<file path="src/rtl/v35_pic_n_pkg.sv">
// Shared types and constants for the v35_pic_n interrupt controller.
//   pic_state_t : handshake state (IDLE / PEND / ACK1)
//   pic_src_t   : source of the latched grant (NMI / INT / EXIC channel)
//   EXIC_*      : bit positions inside one 8-bit EXIC channel byte
package v35_pic_n_pkg;

  typedef enum logic [1:0] {
    IDLE = 2'd0,
    PEND = 2'd1,
    ACK1 = 2'd2
  } pic_state_t;

  typedef enum logic [1:0] {
    SRC_NMI  = 2'd0,
    SRC_INT  = 2'd1,
    SRC_EXIC = 2'd2
  } pic_src_t;

  localparam int unsigned EXIC_IF_BIT   = 7;
  localparam int unsigned EXIC_MK_BIT   = 6;
  localparam int unsigned EXIC_PRIO_LSB = 0;
  localparam int unsigned PRIO_W        = 3;
  localparam int unsigned BYTE_W        = 8;

  // Width of a channel index; never below one bit so single-channel builds stay legal.
  function automatic int unsigned idx_width(input int unsigned n);
    return (n > 1) ? $clog2(n) : 1;
  endfunction

endpackage

</file>
<file path="src/rtl/v35_pic_arbiter.sv">
// Combinational EXIC channel arbiter.
//   exic  : NUM_EXIC channel bytes (IF, MK, 3-bit priority)
//   ispr  : current in-service priority register
//   valid : at least one channel is eligible
//   idx   : winning channel (lowest priority value, then lowest index)
//   prio  : priority of the winning channel
module v35_pic_arbiter
  import v35_pic_n_pkg::*;
#(
  parameter int unsigned NUM_EXIC = 3,
  localparam int unsigned IDX_W   = idx_width(NUM_EXIC)
) (
  input  logic [BYTE_W*NUM_EXIC-1:0] exic,
  input  logic [BYTE_W-1:0]          ispr,
  output logic                       valid,
  output logic [IDX_W-1:0]           idx,
  output logic [PRIO_W-1:0]          prio
);

  logic [BYTE_W-1:0] ch_c;
  logic [PRIO_W-1:0] ch_prio_c;
  logic [BYTE_W-1:0] blk_mask_c;
  logic              unused_c;

  // Reserved channel bits are not decoded.
  assign unused_c = ^exic;

  // A channel is blocked while any in-service level at or above its own is active.
  always_comb begin
    valid      = 1'b0;
    idx        = '0;
    prio       = '0;
    ch_c       = '0;
    ch_prio_c  = '0;
    blk_mask_c = '0;
    for (int unsigned k = 0; k < NUM_EXIC; k++) begin
      ch_c       = exic[BYTE_W*k +: BYTE_W];
      ch_prio_c  = ch_c[EXIC_PRIO_LSB +: PRIO_W];
      blk_mask_c = BYTE_W'((9'd2 << ch_prio_c) - 9'd1);
      // Strict compare keeps the lower index on equal priority.
      if (ch_c[EXIC_IF_BIT] && !ch_c[EXIC_MK_BIT] &&
          ((ispr & blk_mask_c) == 8'd0) && (!valid || (ch_prio_c < prio))) begin
        valid = 1'b1;
        idx   = IDX_W'(k);
        prio  = ch_prio_c;
      end
    end
  end

endmodule

</file>
<file path="src/rtl/v35_pic_n.sv">
// Parametrised V35-class interrupt controller (NMI, INT pin, NUM_EXIC EXIC channels).
//   clk, reset (sync, active-high), ce (clock enable)
//   nmi, intp, int_vec_ext, exic, ie : request sources and CPU enable
//   fint     : end-of-interrupt, retires lowest set ISPR bit
//   int_ack  : two-pulse CPU acknowledge
//   int_req  : interrupt pending to CPU (PEND/ACK1)
//   int_vector, ispr : granted vector and in-service register
//   nmi_clear, int_clear, exic_clear : one-clk request clear pulses
module v35_pic_n
  import v35_pic_n_pkg::*;
#(
  parameter int unsigned NUM_EXIC    = 3,
  parameter int unsigned VECTOR_BASE = 24,
  parameter int unsigned NMI_VECTOR  = 2
) (
  input  logic                       clk,
  input  logic                       reset,
  input  logic                       ce,
  input  logic                       nmi,
  input  logic                       intp,
  input  logic [BYTE_W-1:0]          int_vec_ext,
  input  logic [BYTE_W*NUM_EXIC-1:0] exic,
  input  logic                       ie,
  input  logic                       fint,
  input  logic                       int_ack,
  output logic                       int_req,
  output logic [BYTE_W-1:0]          int_vector,
  output logic [BYTE_W-1:0]          ispr,
  output logic                       nmi_clear,
  output logic                       int_clear,
  output logic [NUM_EXIC-1:0]        exic_clear
);

  localparam int unsigned IDX_W = idx_width(NUM_EXIC);
  localparam logic [BYTE_W-1:0] VEC_BASE = BYTE_W'(VECTOR_BASE);
  localparam logic [BYTE_W-1:0] VEC_NMI  = BYTE_W'(NMI_VECTOR);

  pic_state_t          state_q, state_d;
  pic_src_t            src_q, src_d;
  logic [IDX_W-1:0]    idx_q, idx_d;
  logic [PRIO_W-1:0]   prio_q, prio_d;
  logic                ack_prev_q, ack_prev_d;
  logic [BYTE_W-1:0]   ispr_q, ispr_d;
  logic [BYTE_W-1:0]   int_vector_q, int_vector_d;
  logic                int_req_q, int_req_d;
  logic                nmi_clear_q, nmi_clear_d;
  logic                int_clear_q, int_clear_d;
  logic [NUM_EXIC-1:0] exic_clear_q, exic_clear_d;

  logic                arb_valid_c;
  logic [IDX_W-1:0]    arb_idx_c;
  logic [PRIO_W-1:0]   arb_prio_c;
  logic                ack_edge_c;
  logic [BYTE_W-1:0]   ispr_nxt_c;

  v35_pic_arbiter #(
    .NUM_EXIC (NUM_EXIC)
  ) u_arb (
    .exic  (exic),
    .ispr  (ispr_q),
    .valid (arb_valid_c),
    .idx   (arb_idx_c),
    .prio  (arb_prio_c)
  );

  assign ack_edge_c = int_ack & ~ack_prev_q;

  // State register and all output flops.
  always_ff @(posedge clk) begin
    if (reset) begin
      state_q      <= IDLE;
      src_q        <= SRC_NMI;
      idx_q        <= '0;
      prio_q       <= '0;
      ack_prev_q   <= 1'b0;
      ispr_q       <= '0;
      int_vector_q <= '0;
      int_req_q    <= 1'b0;
      nmi_clear_q  <= 1'b0;
      int_clear_q  <= 1'b0;
      exic_clear_q <= '0;
    end else begin
      state_q      <= state_d;
      src_q        <= src_d;
      idx_q        <= idx_d;
      prio_q       <= prio_d;
      ack_prev_q   <= ack_prev_d;
      ispr_q       <= ispr_d;
      int_vector_q <= int_vector_d;
      int_req_q    <= int_req_d;
      nmi_clear_q  <= nmi_clear_d;
      int_clear_q  <= int_clear_d;
      exic_clear_q <= exic_clear_d;
    end
  end

  // Next-state, grant latching, vector load and ISPR update.
  always_comb begin
    state_d      = state_q;
    src_d        = src_q;
    idx_d        = idx_q;
    prio_d       = prio_q;
    ack_prev_d   = ack_prev_q;
    ispr_d       = ispr_q;
    int_vector_d = int_vector_q;
    // Clears default low every clk so pulses end even when ce is low.
    nmi_clear_d  = 1'b0;
    int_clear_d  = 1'b0;
    exic_clear_d = '0;
    ispr_nxt_c   = ispr_q;

    if (ce) begin
      ack_prev_d = int_ack;
      // Retire the lowest in-service bit before any new set is ORed in.
      if (fint) begin
        ispr_nxt_c = ispr_q & (ispr_q - 8'd1);
      end

      case (state_q)
        IDLE: begin
          if (nmi) begin
            src_d   = SRC_NMI;
            state_d = PEND;
          end else if (intp && ie) begin
            src_d   = SRC_INT;
            state_d = PEND;
          end else if (ie && arb_valid_c) begin
            src_d   = SRC_EXIC;
            idx_d   = arb_idx_c;
            prio_d  = arb_prio_c;
            state_d = PEND;
          end
        end
        PEND: begin
          if (ack_edge_c) begin
            state_d = ACK1;
            case (src_q)
              SRC_NMI: begin
                nmi_clear_d  = 1'b1;
                int_vector_d = VEC_NMI;
              end
              SRC_INT: begin
                int_clear_d  = 1'b1;
                int_vector_d = int_vec_ext;
              end
              SRC_EXIC: begin
                exic_clear_d = NUM_EXIC'(1) << idx_q;
                int_vector_d = VEC_BASE + BYTE_W'(idx_q);
                ispr_nxt_c   = ispr_nxt_c | (8'd1 << prio_q);
              end
              default: begin
                state_d = IDLE;
              end
            endcase
          end
        end
        ACK1: begin
          if (ack_edge_c) begin
            state_d = IDLE;
          end
        end
        default: begin
          state_d = IDLE;
        end
      endcase

      ispr_d = ispr_nxt_c;
    end

    int_req_d = (state_d != IDLE);
  end

  assign int_req    = int_req_q;
  assign int_vector = int_vector_q;
  assign ispr       = ispr_q;
  assign nmi_clear  = nmi_clear_q;
  assign int_clear  = int_clear_q;
  assign exic_clear = exic_clear_q;

endmodule

</file>
<file path="config.mk">
export PLATFORM = sky130hd
export DESIGN_NAME = v35_pic_n
export DESIGN_NICKNAME = d
export VERILOG_FILES = /design/src/rtl/v35_pic_n_pkg.sv /design/src/rtl/v35_pic_arbiter.sv /design/src/rtl/v35_pic_n.sv
export SDC_FILE = /design/constraint.sdc
export NUM_CORES = 1
export LEC_CHECK = 0
export CAP_MARGIN = 0
export CORE_MARGIN = 2
export CORE_UTILIZATION = 30
export DETAILED_ROUTE_END_ITERATION = 10
export SETUP_SLACK_MARGIN = 0.5
export SKIP_CTS_REPAIR_TIMING = 1
export SLEW_MARGIN = 20
export SYNTH_ARGS = -nofsm -noshare
export SYNTH_HDL_FRONTEND = slang
export SYNTH_HIERARCHICAL = 1
export SYNTH_SLANG_ARGS = --single-unit
</file>
<file path="constraint.sdc">
create_clock -name clk -period 12.15 [get_ports clk]
set_input_delay 2.43 -clock clk [delete_from_list [all_inputs] [get_ports clk]]
set_output_delay 2.43 -clock clk [all_outputs]
set_load 0.03 [all_outputs]
</file>
==> impl_metrics.yaml <==
finish:
  area_delta_synth_final_pct: 34.89
  drive_gt1_share_pct: 7.071
  final_util_pct: 41.12
  fillers: 688
  diodes: 0
  multi_input_area_mm2: 0.001311
  fin_area_mm2: 0.002748
  finalNetCount: 346
  final_cell_mix: "clkdlybuf4s50_1 (52), dfxtp_1 (32), nor2_1 (24), a21oi_1 (22), o21ai_0 (18)"
  instances_no_fill: 377
  final_common_cell: "clkdlybuf4s50_1"
  regArea_um2: 640.6
yosys:
  synthArstFlopShare_pct: 0
  synth_top_area_share_pct: 31.45
  synth_cells: 245
  yosysSeqAreaShare_pct: 31.45
  synth-main-ff-cell: "dfxtp_1"
  ys_warn_count: 6
  syn_area_per_cell_um2: 8.314
  synth_edf_count: 0
  ys_seq_elements: 32
  synth_fp_nets: 295
  synth_cell_type_count: 54
  synth_area_mm2: 0.002037
  synth_top_cell_by_area: "dfxtp_1"
  synthTopCellsByArea: "dfxtp_1 (31%), ha_1 (6.1%), a21oi_1 (5.4%), mux2i_1 (4.4%), o21ai_0 (4.4%)"
clock_tree:
  cts_buffer_depth: 2
  root_buffer: "clkbuf_8"
  worstSkewPairLatency_ns: 0.29
  path_clk_slew_ns: 0.07
  cts_tree: "yes"
  h-tree-depth: 2
  cts_buffers: 5
  clock_sinks: 32
placed_design:
  placed_cells: 369
  gp_congestion: 0.7941
  place_area_mm2: 0.002621
  dp_hpwl_um: 3994
  numPortBuffers: 52
routing:
  drtIter0Drc: 99
  via_count: 1994
  avgViaCountPerCell: 5.289
  antenna_left: 0
  drt-total-wl_um: 5335
  drc: 0
  routedWlPerCell_um: 14.15
  first_pass_iters: 4
setup_path:
  critPathLaunchType: "primary input"
  arrival_ns: 7.14
  crit_type: "in -> reg"
  cp_max_fo: 9
  crit_path_end_kind: "flip-flop"
  cp.required_ns: 12.38
sta:
  post-route-period-util_pct: 56.85
  final_max_slew_viol_count: 0
  max_slew.worst_pin.slew_ns: 0.5335
  setup_violations: 0
  post-route-min-period_ns: 6.907
  finClkSkew_ns: 0.009862
  tns_ns: 0
  slew_headroom_pct: 64.22
  max_freq_ghz: 0.1448
  hold_violations: 0
  grt_setup_unrepaired: "no"
grt:
  grt_pass1_vias: 1803
  grt_usage_pct: 14.45
  grt_max_degree: 31
  grt_pass1_wl_um: 8631
  antenna_found_initial: 0
  grt_overflow: 0
power:
  leakage_nw: 0.9251
  ir_worst_vdd_uv: 75.01
  powerDensity_mw_per_mm2: 96.53
die:
  die_area_mm2: 0.007465
  die_height_um: 86.40
  num_rows: 30
  die_w_um: 86.40
  core_mm2: 0.006681
  initial_core_util_pct: 30.49
  io_pins: 62
run_status:
  outcome: "completed"
job:
  max_cap_viol_count: 0
hold_path:
  hold_class: "reg -> reg"
[where the power goes]
group          switching (mW)  internal [mW]
clock                  0.0405         0.0724
combinational          0.0229         0.0215
sequential            0.00163          0.106
total                  0.0650          0.200
[flip-flops by register name, indices dropped and copies added (netlist names)]
name,count
state_q,2
src_q,2
int_clear,1
exic_clear,3
ack_prev_q,1
ispr,8
prio_q,3
int_vector,8
idx_q,2
nmi_clear,1
int_req,1
[final cells by class]
cell class / instances / share of cell area (%)
multi-input cells: 193 / 47.72
flip-flops and latches: 32 / 23.32
repair buffers: 53 / 19.22
well taps: 80 / 3.643
clock buffers: 7 / 3.506
inverters: 11 / 1.503
clock inverters: 1 / 1.093
[synthesized netlist by cell type, types with 2 or more instances]
cell type / count
nor3b_1: 6
nor4_1: 2
clkbuf_1: 5
or3_1: 2
a211oi_1: 3
or2_2: 4
xor2_1: 2
nor2_1: 24
dfxtp_1: 32
nor4b_1: 4
nand2b_1: 4
and4_1: 2
nand3b_1: 3
a21oi_1: 22
nor2b_1: 7
a32oi_1: 3
o211ai_1: 4
mux2i_1: 9
nor3_1: 2
nand4_1: 6
a21o_1: 2
a22oi_1: 2
inv_1: 11
o21ai_0: 18
o21a_1: 2
nand4b_1: 2
ha_1: 10
nand4bb_1: 3
nand2_1: 17
nand3_1: 7
o32ai_1: 2
[cell families after synthesis]
kind of cell               share of synthesized area, %
muxes                                             4.423
xor gates and xnor gates                         0.8601
AOI/OAI and AO/OA                                 22.91
and+or+nand+nor                                   30.04
buffers and inverters                             4.176
adders and majority gates                         6.143
DFF                                               31.45
[final timing paths]
kind / startpoint / endpoint / slack (ns) / cells past startpoint
worst max-delay path: exic[1] / prio_q[2] / 5.24 / 20
worst min-delay path: int_vector[7] / int_vector[7] / 0.45 / 2
worst max register to register: ispr[5] / prio_q[2] / 8.02 / 18
worst min register to register: int_vector[7] / int_vector[7] / 0.45 / 2
[layer usage]
layer / vias up / track usage (%) / wire length, um
met5: - / 0 / 0
met4: 0 / 4.403 / 58
met3: 5 / 3.714 / 333
met2: 50 / 24.62 / 2483
met1: 925 / 17.89 / 2459
li1: 1014 / - / -
[critical path, stage by stage]
cell,delay (ns)
clkdlybuf4s50_1,0.58
or3_4,0.41
ha_1,0.26
xor2_1,0.20
a2111oi_4,0.43
and2_4,0.25
nand2_1,0.06
ha_1,0.28
o21ai_0,0.07
a21oi_1,0.19
nand3_1,0.13
and4_1,0.28
a32oi_1,0.24
ha_1,0.29
a211oi_1,0.24
nand2_1,0.13
o21ai_4,0.25
mux2i_1,0.24
mux2i_1,0.09
nor2_1,0.09
[stage by stage]
stage,hold WS (ns),setup WS [ns],power [mW]
after floorplan,0.4530,6.006,0.1361
after global routing,0.4784,4.953,0.2752
after detailed placement,0.4439,4.942,0.1549
final,0.4520,5.243,0.2652
after global placement,0.4436,4.997,0.1541
after CTS,0.4535,5.236,0.2682
Power figures use the tool's default switching activity.
